**config.mk**
```make
export PLATFORM = sky130hd
export DESIGN_NAME = obp_host_if
export DESIGN_NICKNAME = d
export VERILOG_FILES = /design/src/rtl/obp_pkg.sv /design/src/rtl/obp_host_if_if.sv /design/src/rtl/obp_cap_fifo.sv /design/src/rtl/obp_host_if.sv
export SDC_FILE = /design/constraint.sdc
export NUM_CORES = 1
export LEC_CHECK = 0
export ABC_AREA = 1
export CAP_MARGIN = 20
export CORE_MARGIN = 2
export CORE_UTILIZATION = 50
export CTS_BUF_LIST = sky130_fd_sc_hd__clkbuf_4 sky130_fd_sc_hd__clkbuf_8 sky130_fd_sc_hd__clkbuf_16
export CTS_CLUSTER_SIZE = 12
export DETAILED_ROUTE_END_ITERATION = 7
export PLACE_DENSITY = 0.87
export SLEW_MARGIN = 20
export SYNTH_ARGS = -nofsm -noshare
export SYNTH_HDL_FRONTEND = slang
export SYNTH_SLANG_ARGS = --single-unit
```
**constraint.sdc**
```tcl
create_clock -name clk -period 4.3 [get_ports clk]
set_input_delay 1.075 -clock clk [delete_from_list [all_inputs] [get_ports clk]]
set_output_delay 1.075 -clock clk [all_outputs]
set_load 0.02 [all_outputs]
```
**src/rtl/obp_pkg.sv**
```systemverilog
// Shared widths, defaults and FSM state type for the processor host interface.
package obp_pkg;
    localparam int IN_W          = 2;
    localparam int OUT_W         = 7;
    localparam int CNT_W         = 8;
    localparam int CAP_DEPTH_DEF = 4;

    typedef enum logic [1:0] {
        ST_IDLE = 2'd0,
        ST_STEP = 2'd1,
        ST_RUN  = 2'd2,
        ST_HALT = 2'd3
    } state_e;

    // Wraps 255 -> 0 by construction.
    function automatic logic [CNT_W-1:0] cnt_inc(input logic [CNT_W-1:0] c);
        return c + CNT_W'(1);
    endfunction
endpackage

```
**src/rtl/obp_host_if_if.sv**
```systemverilog
// Push/pop handshake between the host interface and its capture FIFO.
interface obp_cap_if
    import obp_pkg::*;
#(
    parameter int W = OUT_W
) ();
    logic         push;
    logic         pop;
    logic [W-1:0] din;
    logic [W-1:0] dout;
    logic         full;
    logic         empty;

    modport master (output push, pop, din, input dout, full, empty);
    modport slave  (input push, pop, din, output dout, full, empty);
endinterface

```
**src/rtl/obp_cap_fifo.sv**
```systemverilog
// Capture FIFO: a push into a full FIFO succeeds only if a pop frees a slot that same cycle.
module obp_cap_fifo
    import obp_pkg::*;
#(
    parameter int W     = OUT_W,
    parameter int DEPTH = CAP_DEPTH_DEF
) (
    input logic       clk,
    input logic       reset,
    obp_cap_if.slave  bus
);
    localparam int AW = $clog2(DEPTH);

    logic [W-1:0] mem [DEPTH];
    logic [AW:0]  wr_ptr;
    logic [AW:0]  rd_ptr;
    logic         do_push;
    logic         do_pop;

    // Extra pointer bit distinguishes full from empty when the indices match.
    assign bus.empty = (wr_ptr == rd_ptr);
    assign bus.full  = (wr_ptr[AW] != rd_ptr[AW]) && (wr_ptr[AW-1:0] == rd_ptr[AW-1:0]);
    assign bus.dout  = mem[rd_ptr[AW-1:0]];

    assign do_pop  = bus.pop && !bus.empty;
    assign do_push = bus.push && (!bus.full || do_pop);

    always_ff @(posedge clk or negedge reset) begin
        if (!reset) begin
            wr_ptr <= '0;
            rd_ptr <= '0;
        end else begin
            if (do_push) wr_ptr <= wr_ptr + (AW+1)'(1);
            if (do_pop)  rd_ptr <= rd_ptr + (AW+1)'(1);
        end
    end

    always_ff @(posedge clk) begin
        if (do_push) mem[wr_ptr[AW-1:0]] <= bus.din;
    end
endmodule

```
**src/rtl/obp_host_if.sv**
```systemverilog
// Host-side control of a small processor: step/run/burst FSM, enabled-cycle
// counter, and change-triggered capture of the processor output.
module obp_host_if
    import obp_pkg::*;
#(
    parameter int CAP_DEPTH = CAP_DEPTH_DEF
) (
    input  logic             clk,
    input  logic             reset,
    input  logic [IN_W-1:0]  host_in,
    input  logic             host_run,
    input  logic             host_step,
    input  logic [CNT_W-1:0] step_limit,
    output logic             proc_en,
    output logic [IN_W-1:0]  proc_in,
    input  logic [OUT_W-1:0] proc_out,
    output logic [OUT_W-1:0] cap_data,
    output logic             cap_valid,
    input  logic             cap_ready,
    output logic             cap_overflow,
    output logic             busy,
    output logic [CNT_W-1:0] step_count
);
    state_e           state;
    state_e           state_nxt;
    logic [CNT_W-1:0] cnt_nxt;
    logic [OUT_W-1:0] prev_out;

    obp_cap_if #(.W(OUT_W)) cap_bus ();

    obp_cap_fifo #(.W(OUT_W), .DEPTH(CAP_DEPTH)) u_fifo (
        .clk   (clk),
        .reset (reset),
        .bus   (cap_bus)
    );

    assign proc_en = (state == ST_STEP) || (state == ST_RUN);
    assign busy    = (state != ST_IDLE);
    assign cnt_nxt = cnt_inc(step_count);

    always_comb begin
        state_nxt = state;
        unique case (state)
            ST_IDLE: begin
                if (host_run)       state_nxt = ST_RUN;
                else if (host_step) state_nxt = ST_STEP;
            end
            ST_STEP: state_nxt = ST_IDLE;
            ST_RUN: begin
                if (!host_run)                                      state_nxt = ST_IDLE;
                else if (step_limit != '0 && cnt_nxt == step_limit) state_nxt = ST_HALT;
            end
            ST_HALT: begin
                if (!host_run) state_nxt = ST_IDLE;
            end
            default: state_nxt = ST_IDLE;
        endcase
    end

    always_ff @(posedge clk or negedge reset) begin
        if (!reset) begin
            state      <= ST_IDLE;
            step_count <= '0;
            proc_in    <= '0;
        end else begin
            state <= state_nxt;
            // A fresh run burst restarts the count; single steps keep accumulating.
            if (state == ST_IDLE && state_nxt == ST_RUN) step_count <= '0;
            else if (proc_en)                            step_count <= cnt_nxt;
            if (state_nxt == ST_STEP || state_nxt == ST_RUN) proc_in <= host_in;
        end
    end

    // Change detector: prev_out resets to 0, so a non-zero output right after reset is captured.
    assign cap_bus.push = (proc_out != prev_out);
    assign cap_bus.din  = proc_out;
    assign cap_bus.pop  = cap_ready && !cap_bus.empty;
    assign cap_data     = cap_bus.dout;
    assign cap_valid    = !cap_bus.empty;

    always_ff @(posedge clk or negedge reset) begin
        if (!reset) begin
            prev_out     <= '0;
            cap_overflow <= 1'b0;
        end else begin
            prev_out <= proc_out;
            if (cap_bus.push && cap_bus.full && !cap_bus.pop) cap_overflow <= 1'b1;
        end
    end
endmodule

```
* Word level (Yosys, flattened, before mapping)
Memory sizes are Yosys's and may differ from the RTL's.
Index checks and enable logic that the tools add are counted.
** Storage, ports and cells
- Register bits after elaboration :: 26
- Input bits :: 22
- Logic and storage cells :: 49
- Memory bits (writable) :: 28
- Memories kept :: 1
- Output and inout bits :: 21
** Memory list
- u_fifo.mem :: depth 4, bits a word 7, read ports 1, clocked after Yosys merged registers in 0, wr ports 1, RTL line obp_cap_fifo.sv:14 : logic [W-1:0] mem [DEPTH];
** Cells by class
- Reduce and logical (&&, ||, !) cells :: 18
- Add/subtract/negate cells :: 3
- Mux-type cells :: 10
- Equality and inequality tests :: 10
** Operators with widths (number)
- 8-bit 2-to-1 mux :: 2
- 2-bit 2-to-1 mux :: 5
- 8-bit by 1-bit adder with 8-bit output (second input constant) :: 1
- 8-bit equality test :: 1
- 1-bit logical AND :: 8
- 2-bit case mux with 4 select lines :: 1
- 8-bit nonzero test :: 1
- 7-bit inequality test :: 1
- 3-bit by 1-bit adder with 3-bit output (second input constant) :: 2
- 2-bit equality test (second input constant) :: 3
- 2-bit by 1-bit equality test with 1-bit output (second input constant) :: 2
- 2-bit nonzero test :: 2
- 3-bit equality test :: 1
- 1-bit logical NOT :: 3
- 1-bit logical OR :: 3
- 2-bit equality test :: 1
- 2-bit logical NOT :: 1
- 1-bit 2-to-1 mux :: 2
- 1-bit inequality test :: 1

* Logic depth before layout (Yosys ltp)
Gate-level depths: netlist of the first run.
- Depth after elaboration :: 9
- Depth in mapped cells :: 18
- Depth with buffers taken out :: 18

* Hierarchy
Synthesis of the first run repeated with hierarchy kept, for this count alone.
** Unflattened totals
- Cell total of the unflattened synthesis :: 284
- Area total of the unflattened synthesis :: 2723.9 um2
** By module, submodules not included
- obp_cap_fifo :: seq. area each 991.0 um2, times used 1, area each 1507.7 um2, cells an instance 128
- obp_host_if :: seq. area each 500.5 um2, times used 1, area each 1216.2 um2, cells an instance 156

* Worst setup path before layout of the first run
Ideal clock, no wire load.
- Kind :: input to register
- From :: input port step_limit[1]
- To :: register proc_in[0]
- Arrival time :: 2439 ps
- Setup time :: 125 ps
- Buffers on the path :: 0
- Slack :: 1736 ps
- Stages on the path :: 15
- Required time :: 4175 ps
- Cell sequence :: inv_1 nand2_1 nand2_1 nor2_1 nand2_1 nor2_1 nand3_1 nor2_2 nand3_2 nand2_1 nand2_1 o21ai_2 inv_2 ha_1 mux2_2
** Between the ends
- Word-level cells in the longest chain between the ends :: 7
- Elaborated cells between the ends (all ways) :: 9
- Classes of those cells :: eq/ne: 3; mux: 3; reduce/logical: 3
** RTL lines
- from (decl) :: RTL line obp_host_if.sv:13 : input logic [CNT_W-1:0] step_limit,
- 8-bit equality test / 8-bit nonzero test (equally long branches) :: RTL line obp_host_if.sv:51 : else if (step_limit != '0 && cnt_nxt == step_limit) state_nxt = ST_HALT;
- 1-bit logical AND (*) :: RTL line obp_host_if.sv:51
- 2-bit 2-to-1 mux (*) :: RTL line obp_host_if.sv:51
- 2-bit 2-to-1 mux (*) :: RTL line obp_host_if.sv:50 : if (!host_run) state_nxt = ST_IDLE;
- 2-bit case mux with 4 select lines (*) :: RTL line obp_host_if.sv:43 : unique case (state)
- net state_nxt[0] :: RTL line obp_host_if.sv:25 : state_e state_nxt;
- 2-bit by 1-bit equality test with 1-bit output / 2-bit equality test (equally long branches) :: RTL line obp_host_if.sv:70 : if (state_nxt == ST_STEP || state_nxt == ST_RUN) proc_in <= host_in;
- 1-bit logical OR (*) :: RTL line obp_host_if.sv:70
- to (signal assigned) :: RTL line obp_host_if.sv:70
- to (decl) :: RTL line obp_host_if.sv:15 : output logic [IN_W-1:0] proc_in,
Mark *: on every way through the listed nets, which the timed path passes. The rest lies on a longest branch.
A chain may end at the register's enable or synchronous reset.

* Worst setup path in the final report of the first run
- From :: register u_fifo.rd_ptr[0]
- To :: output port cap_data[6]
** Between the ends
- Word-level cells in the longest chain between the ends :: 1
** RTL lines
- from (decl) :: RTL line obp_cap_fifo.sv:16 : logic [AW:0] rd_ptr;
- from (signal assigned) :: RTL line obp_cap_fifo.sv:34 : if (do_pop) rd_ptr <= rd_ptr + (AW+1)'(1);
- memory 4 x 7 bit
- to (decl) :: RTL line obp_host_if.sv:17 : output logic [OUT_W-1:0] cap_data,
Every way passes these cells.

==> key figures, run 1 <==
Setup path
  • Worst-path cell chain: inv_1, o21ai_0, o22ai_1, clkdlybuf4s50_1
  • R2R Path End: step_count[1]
  • CP max stage delay: between 600 and 700 ps
  • Worst r2r src: step_count[0]
  • Setup crit end kind: primary output
  • Critical Setup Path Class: flop to primary output
  • Critical path arrival: 2350 ps
  • Worst path slowest cell: clkdlybuf4s50_1
  • Startpoint Class: flop
  • Worst R2R Setup Slack: between 1500 and 2000 ps
  • Reg2reg path depth: 18
  • CP max FO: 17
  • Critical Path RT: 3220 ps

Power and ir drop
  • Clock share of power: 0.155
  • Register share of total power: 0.394
  • Int Pwr: 1.31 mW
  • Cell Pwr Density: 680 nW/um^2
  • LEAKAGE: 1.33 nW
  • Sw Pwr: 861 uW
  • Tot Pwr: 2.18 mW
  • Worst vdd ir: roughly 0.55 mV
  • Sw Share: 0.396
  • Combinational power share: 0.451

Timing
  • Rel. slew slack: 0.484
  • Setup_tns: 0 ps
  • Hold Slack: 490 ps
  • Final max-slew violation count: 0
  • Unrepaired setup endpoints after global routing: no
  • Setup violators final: 0
  • Fin crit share: 0.795
  • Period minus WS final: 3420 ps
  • Slew @ Worst Pin: 771 ps
  • Clock Skew: 8.54 ps
  • Fmax: 292 MHz
  • Final WS setup: between 800 and 900 ps
  • Final Hold Viols: 0

Floorplan
  • Rows: 26
  • Initial core utilization: 0.511
  • Chip width: 75.8 microns
  • Placeable Area: 5040 sq um
  • Die area: about 5700 sq um
  • # IOs: 43
  • Die Y: 75.8 microns

Clock tree
  • TritonCTS Buffers: 5
  • Hold buffer count at CTS: 0
  • H-tree levels: 2
  • Root Buffer: clkbuf_8
  • Post-CTS setup buffer count: 0
  • TritonCTS clock tree: yes
  • Clk pin slew, worst setup/hold paths: 90 ps
  • Clock buffer depth: 2
  • CTS Sinks: 54
  • # resized after CTS: 0
  • Insertion delay to the later sink of the worst-skew pair: 300 ps

Detailed routing
  • 1st-iter DRT viols: 95
  • Via count: 1,921
  • First-pass detailed-route iteration total: 4
  • DR WL/cell: 13.8 microns
  • Via-to-Cell Ratio: 5.08
  • Post-route antenna net violation count: 0
  • DRC: 0
  • Detailed Route WL: 5210 microns

Synthesis
  • Xor/xnor share of the synthesized area: 0.0476
  • Synth area leader: edfxtp_1
  • Post-synthesis sequential area ratio: 0.579
  • Synth Area in Compound Gates: 0.0874
  • Mapped Area: 2580 sq um
  • Syn avg cell area: roughly 9.9 sq um
  • Synth Warn #: 0
  • Mapped Cells: roughly 260
  • Largest cells by area after synthesis: edfxtp_1 33%, dfrtp_1 25%, nand2_1 7.0%
  • Yosys cell types: 25
  • Mux share of post-synthesis cell area: 0.00874
  • Synth Register Bits: 54
  • Synth Area in Simple Gates: 0.178
  • Area share of the largest cell type after synthesis: 0.326
  • Adder-cell area share of the yosys netlist: 0.0486
  • Syn nets: 291
  • Largest family of logic cells by synthesized area: simple AND/OR/NAND/NOR gates

Outcome
  • Status: completed

Layout
  • P&R area growth vs syn: 24.1%
  • Share of cells above drive strength 1: 0.0844
  • Commonest non-fill, non-tap cell in the layout: nand2_1
  • Layout fillers: 429
  • Final Util: 0.634
  • # diodes: 0
  • Nets: 339
  • Commonest non-fill, non-tap cells in the layout: 48 x nand2_1, 42 x clkdlybuf4s50_1, 31 x inv_1

Placed design
  • Final Wtd Congestion: 0.828
  • Post-place setup slack: 1030 ps
  • Detailed placement HPWL: 3780 microns
  • Port Buffers: 42

Global route
  • Total GRT Usage: 0.200
  • Global-route wire length before repair: approximately 8400 microns
  • GRT overflow: 0
  • Largest net degree at the start of global routing: 27
  • Number of global-route vias before repair: around 1,800
  • Initial antenna violation count: 0

Min path
  • Hold EP: cap_overflow
  • Worst Min Path Start: cap_overflow
  • Cell count of the worst hold path: 1
  • Hold WC Path Type: flop to flop

Run
  • Max Cap Violations: 0
==> flip-flops by register name, indices dropped and copies added, names as in the netlist <==
signal,count
proc_in,2
cap_overflow,1
prev_out,7
state,2
u_fifo.rd_ptr,3
u_fifo.wr_ptr,3
u_fifo.mem,28
step_count,8
==> worst max-delay path, delay by kind of cell (launching register included) <==
family                 cells  cell delay, ps
AO/OA/AOI/OAI              2             350
buffers and inverters      2            1090
flip-flops                 1             600
==> stage by stage <==
stage / std cells / cell area [sq um]
global placement: 370 / 3080
finish: 378 / 3200
floorplan: 259 / 2580
detailed placement: 370 / 3080
CTS: 378 / 3200
global route: 378 / 3200
==> cell families after synthesis <==
| family | Yosys count |
|---|---|
| simple gates | 106 |
| flops | 54 |
| compound gates | 38 |
| buf+inv | 35 |
| xor+xnor | 14 |
| fa+ha+maj | 10 |
| mux | 2 |
==> how the worst max path moves through the flow <==
stage | from | to | cells after the start
2_1_floorplan | step_limit[1] | proc_in[0] | 15
3_3_place_gp | step_limit[0] | step_count[1] | 18
3_5_place_dp | step_limit[0] | step_count[3] | 17
4_1_cts | u_fifo.rd_ptr[0] | cap_data[6] | 4
5_1_grt | u_fifo.rd_ptr[0] | cap_data[6] | 4
6_report | u_fifo.rd_ptr[0] | cap_data[6] | 4
==> cells in the mapped netlist <==
cell type / count
nand2_1: 48
inv_1: 31
nor2_1: 30
edfxtp_1: 28
dfrtp_1: 26
nand3_1: 16
o21ai_0: 16
o22ai_1: 13
ha_1: 10
xnor2_1: 7
xor2_1: 7
a21oi_1: 4
nand4_1: 3
nor2_2: 3
a21oi_2: 2
clkbuf_1: 2
inv_2: 2
mux2_2: 2
nand2_2: 2
o21ai_2: 2
a31o_2: 1
and2_4: 1
nand3_2: 1
nor2_4: 1
nor3_1: 1
==> routing by layer <==
metal	track usage	share of wire	vias to the layer above
met5	0	0	-
met4	0.0702	0.019	0
met3	0.0410	0.037	9
met2	0.354	0.51	44
met1	0.240	0.44	911
li1	-	-	957
==> cell type report <==
type,instances,area (sq um),share of cell area
clock inverter,2,37.5,0.0117
multi-input combinational,170,953,0.298
timing repair buffer,43,428,0.134
clock buffer,6,76.3,0.0239
sequential,54,1490,0.466
tap,70,87.6,0.0274
inverter,33,124,0.0387
==> power groups by stage <==
| stage | sequential (mW) | combinational, mW | clock, mW |
|---|---|---|---|
| CTS | 0.856 | 0.988 | 0.347 |
| finish | 0.857 | 0.981 | 0.337 |
| floorplan | 0.855 | 0.603 | 0 |
| global placement | 0.859 | 0.952 | 0 |
| global route | 0.877 | 1.09 | 0.368 |
| detailed placement | 0.868 | 0.984 | 0 |
Power figures use the tool's default switching activity.
==> inputs of run 2 (changes only) <==
CORE_UTILIZATION = 48   (was 50)
clock period = 2.95 ns   (was 4.3 ns; I/O delays follow)
==> run 2 against run 1 <==
Non-clock buffer count rose by 5; sequential power rose by 44%; setup slack got worse by 740 ps; first-iteration DRC count fell by 8.4%; cell area rose by 0.70%; die area rose by 3.9%; sequential share of layout area fell by 0.33 points; hold slack got worse by 9.5 ps; count of clock-buffer cells in the layout did not move; routed wire length rose by 0.98%; clock skew fell by 4.5 ps; clock power rose by 26%.
==> key figures, run 2 (synthesis gave the netlist of run 1 again) <==
Timing
  • Fmax: 355 MHz
  • Final WS setup: 136 ps (was 880 ps)
  • Final max-slew violation count: 0 (unchanged)
  • Hold Slack: 481 ps (was 490 ps)
  • Setup_tns: 0 ps (unchanged)
  • Rel. slew slack: 0.748 (was 0.484)
  • Unrepaired setup endpoints after global routing: no (unchanged)
  • Period minus WS final: 2810 ps
  • Clock Skew: 4.09 ps (was 8.54 ps)
  • Fin crit share: 0.954
  • Setup violators final: 0 (unchanged)
  • Slew @ Worst Pin: 376 ps (was 771 ps)
  • Final Hold Viols: 0 (unchanged)

Layout
  • Final std cells w/o fill: 383 (was 378)
  • P&R area growth vs syn: 25.0% (was 24.1%)
  • Final Cell Area: 3220 sq um (was 3200 sq um)
  • Nets: 344 (was 339)
  • Share of cells above drive strength 1: 0.102 (was 0.0844)
  • Commonest non-fill, non-tap cell in the layout: nand2_1 (unchanged)
  • Final Util: 0.627 (was 0.634)
  • Max reg flops: 28 (unchanged)
  • Commonest non-fill, non-tap cells in the layout: 48 x nand2_1, 42 x clkdlybuf4s50_1, 30 x nor2_1, 30 x inv_1, 28 x edfxtp_1 (was 48 x nand2_1, 42 x clkdlybuf4s50_1, 31 x inv_1)
  • # diodes: 0 (unchanged)

Placed design
  • Placed instance area: 3120 sq um (was 3080 sq um)
  • Final Wtd Congestion: 0.845 (was 0.828)
  • Port Buffers: 42 (unchanged)
  • Dpl cells: 375 (was 370)
  • Detailed placement HPWL: 3920 microns (was 3780 microns)
  • Post-place setup slack: -9.76 ps (was 1030 ps)

Floorplan
  • # IOs: 43 (unchanged)
  • Placeable Area: 5140 sq um (was 5040 sq um)
  • Die area: 5970 sq um (was 5740 sq um)
  • Initial core utilization: 0.501 (was 0.511)
  • Rows: 26 (unchanged)
  • Chip width: 77.3 microns (was 75.8 microns)
  • Die Y: 77.3 microns (was 75.8 microns)

Clock tree
  • Clock buffer depth: 2 (unchanged)
  • Root Buffer: clkbuf_8 (unchanged)
  • Insertion delay to the later sink of the worst-skew pair: 300 ps (about the same)
  • TritonCTS clock tree: yes (unchanged)
  • CTS Sinks: 54 (unchanged)
  • Hold buffer count at CTS: 0 (unchanged)
  • H-tree levels: 2 (unchanged)
  • TritonCTS Buffers: 5 (unchanged)
  • Clk pin slew, worst setup/hold paths: 90 ps (about the same)

Detailed routing
  • 1st-iter DRT viols: 87 (was 95)
  • DR WL/cell: 13.7 microns (was 13.8 microns)
  • Post-route antenna net violation count: 0 (unchanged)
  • Via-to-Cell Ratio: 5.09 (was 5.08)
  • Via count: 1,951 (was 1,921)
  • DRC: 0 (unchanged)
  • First-pass detailed-route iteration total: 4 (unchanged)
  • Detailed Route WL: 5260 microns (was 5210 microns)

Setup path
  • Startpoint Class: flop (unchanged)
  • Critical path arrival: 2080 ps (was 2350 ps)
  • Critical Setup Path Class: flop to primary output (unchanged)
  • Setup crit end kind: primary output (unchanged)
  • CP max FO: 10 (was 17)
  • Critical Path RT: 2210 ps (was 3220 ps)
  • Reg2reg path depth: 18 (unchanged)

Power and ir drop
  • Int Pwr: 1.89 mW (was 1.31 mW)
  • LEAKAGE: 1.34 nW (was 1.33 nW)
  • Register share of total power: 0.388 (was 0.394)
  • Cell Pwr Density: 982 nW/um^2 (was 680 nW/um^2)
  • Sw Share: 0.403 (was 0.396)
  • Sw Pwr: 1.28 mW (was 861 uW)
  • Worst vdd ir: 0.629 mV (was 0.549 mV)
  • Clock share of power: 0.134 (was 0.155)
  • Tot Pwr: 3.16 mW (was 2.18 mW)
  • Combinational power share: 0.478 (was 0.451)

Global route
  • Met2 usage: 0.344 (was 0.354)
  • Global routing's busiest layer: met2 (unchanged)
  • Initial antenna violation count: 0 (unchanged)
  • Routing usage on met1: 0.222 (was 0.240)
  • GRT overflow: 0 (unchanged)
  • Global-route wire length before repair: 8740 microns (was 8410 microns)
  • Total GRT Usage: 0.188 (was 0.200)
  • Met3 Usage GRT: 0.0376 (was 0.0410)
  • Largest net degree at the start of global routing: 27 (unchanged)
  • Number of global-route vias before repair: 1,913 (was 1,826)

Min path
  • Cell count of the worst hold path: 1 (unchanged)
  • Hold WC Path Type: flop to flop (unchanged)

Outcome
  • Status: completed (unchanged)

Run
  • Max Cap Violations: 0 (unchanged)
-- run 2: what timing repair did --
action                                  4_1_cts  5_1_grt
gates resized for setup                       0        1
buffers inserted                              0        0
endpoints found under the setup margin        0        1
-- run 2: per-layer routing --
metal  wire length, microns  vias to the layer above
li1                       -                      969
met1                   2130                      908
met2                   2800                       64
met3                    258                       10
met4                     68                        0
met5                      0                        -
-- run 2: worst max-delay path: stages (launching register included) --
cell and delay, ps:
dfrtp_1 530, inv_2 210, nand2_1 70, a21oi_1 260
nand2_1 140, clkdlybuf4s50_1 560
-- run 2: path summary, 6_finish.rpt --
check,endpoint,from,slack (ps)
max in group asynchronous,step_count[3],reset,1890
min reg2reg,cap_overflow,cap_overflow,480
max reg2reg,step_count[0],step_count[1],440
min,cap_overflow,cap_overflow,480
max,cap_valid,u_fifo.rd_ptr[1],140
min in group asynchronous,proc_in[0],reset,790
-- run 2: layout make-up --
cell class | count | area (sq um)
Clock buffer | 6 | 82.6
Timing Repair Buffer | 48 | 465
Sequential cell | 54 | 1490
Inverter | 33 | 128
Multi-Input combinational cell | 170 | 953
Fill cell | 417 | 1920
Tap cell | 70 | 87.6
Clock inverter | 2 | 12.5
-- run 2: power by group through the flow --
| stage | registers (mW) | clock network [mW] | logic (mW) |
|---|---|---|---|
| detailed placement | 1.24 | 0 | 1.52 |
| CTS | 1.22 | 0.428 | 1.52 |
| floorplan | 1.25 | 0 | 0.879 |
| global route | 1.26 | 0.460 | 1.65 |
| global placement | 1.23 | 0 | 1.46 |
| finish | 1.23 | 0.424 | 1.51 |
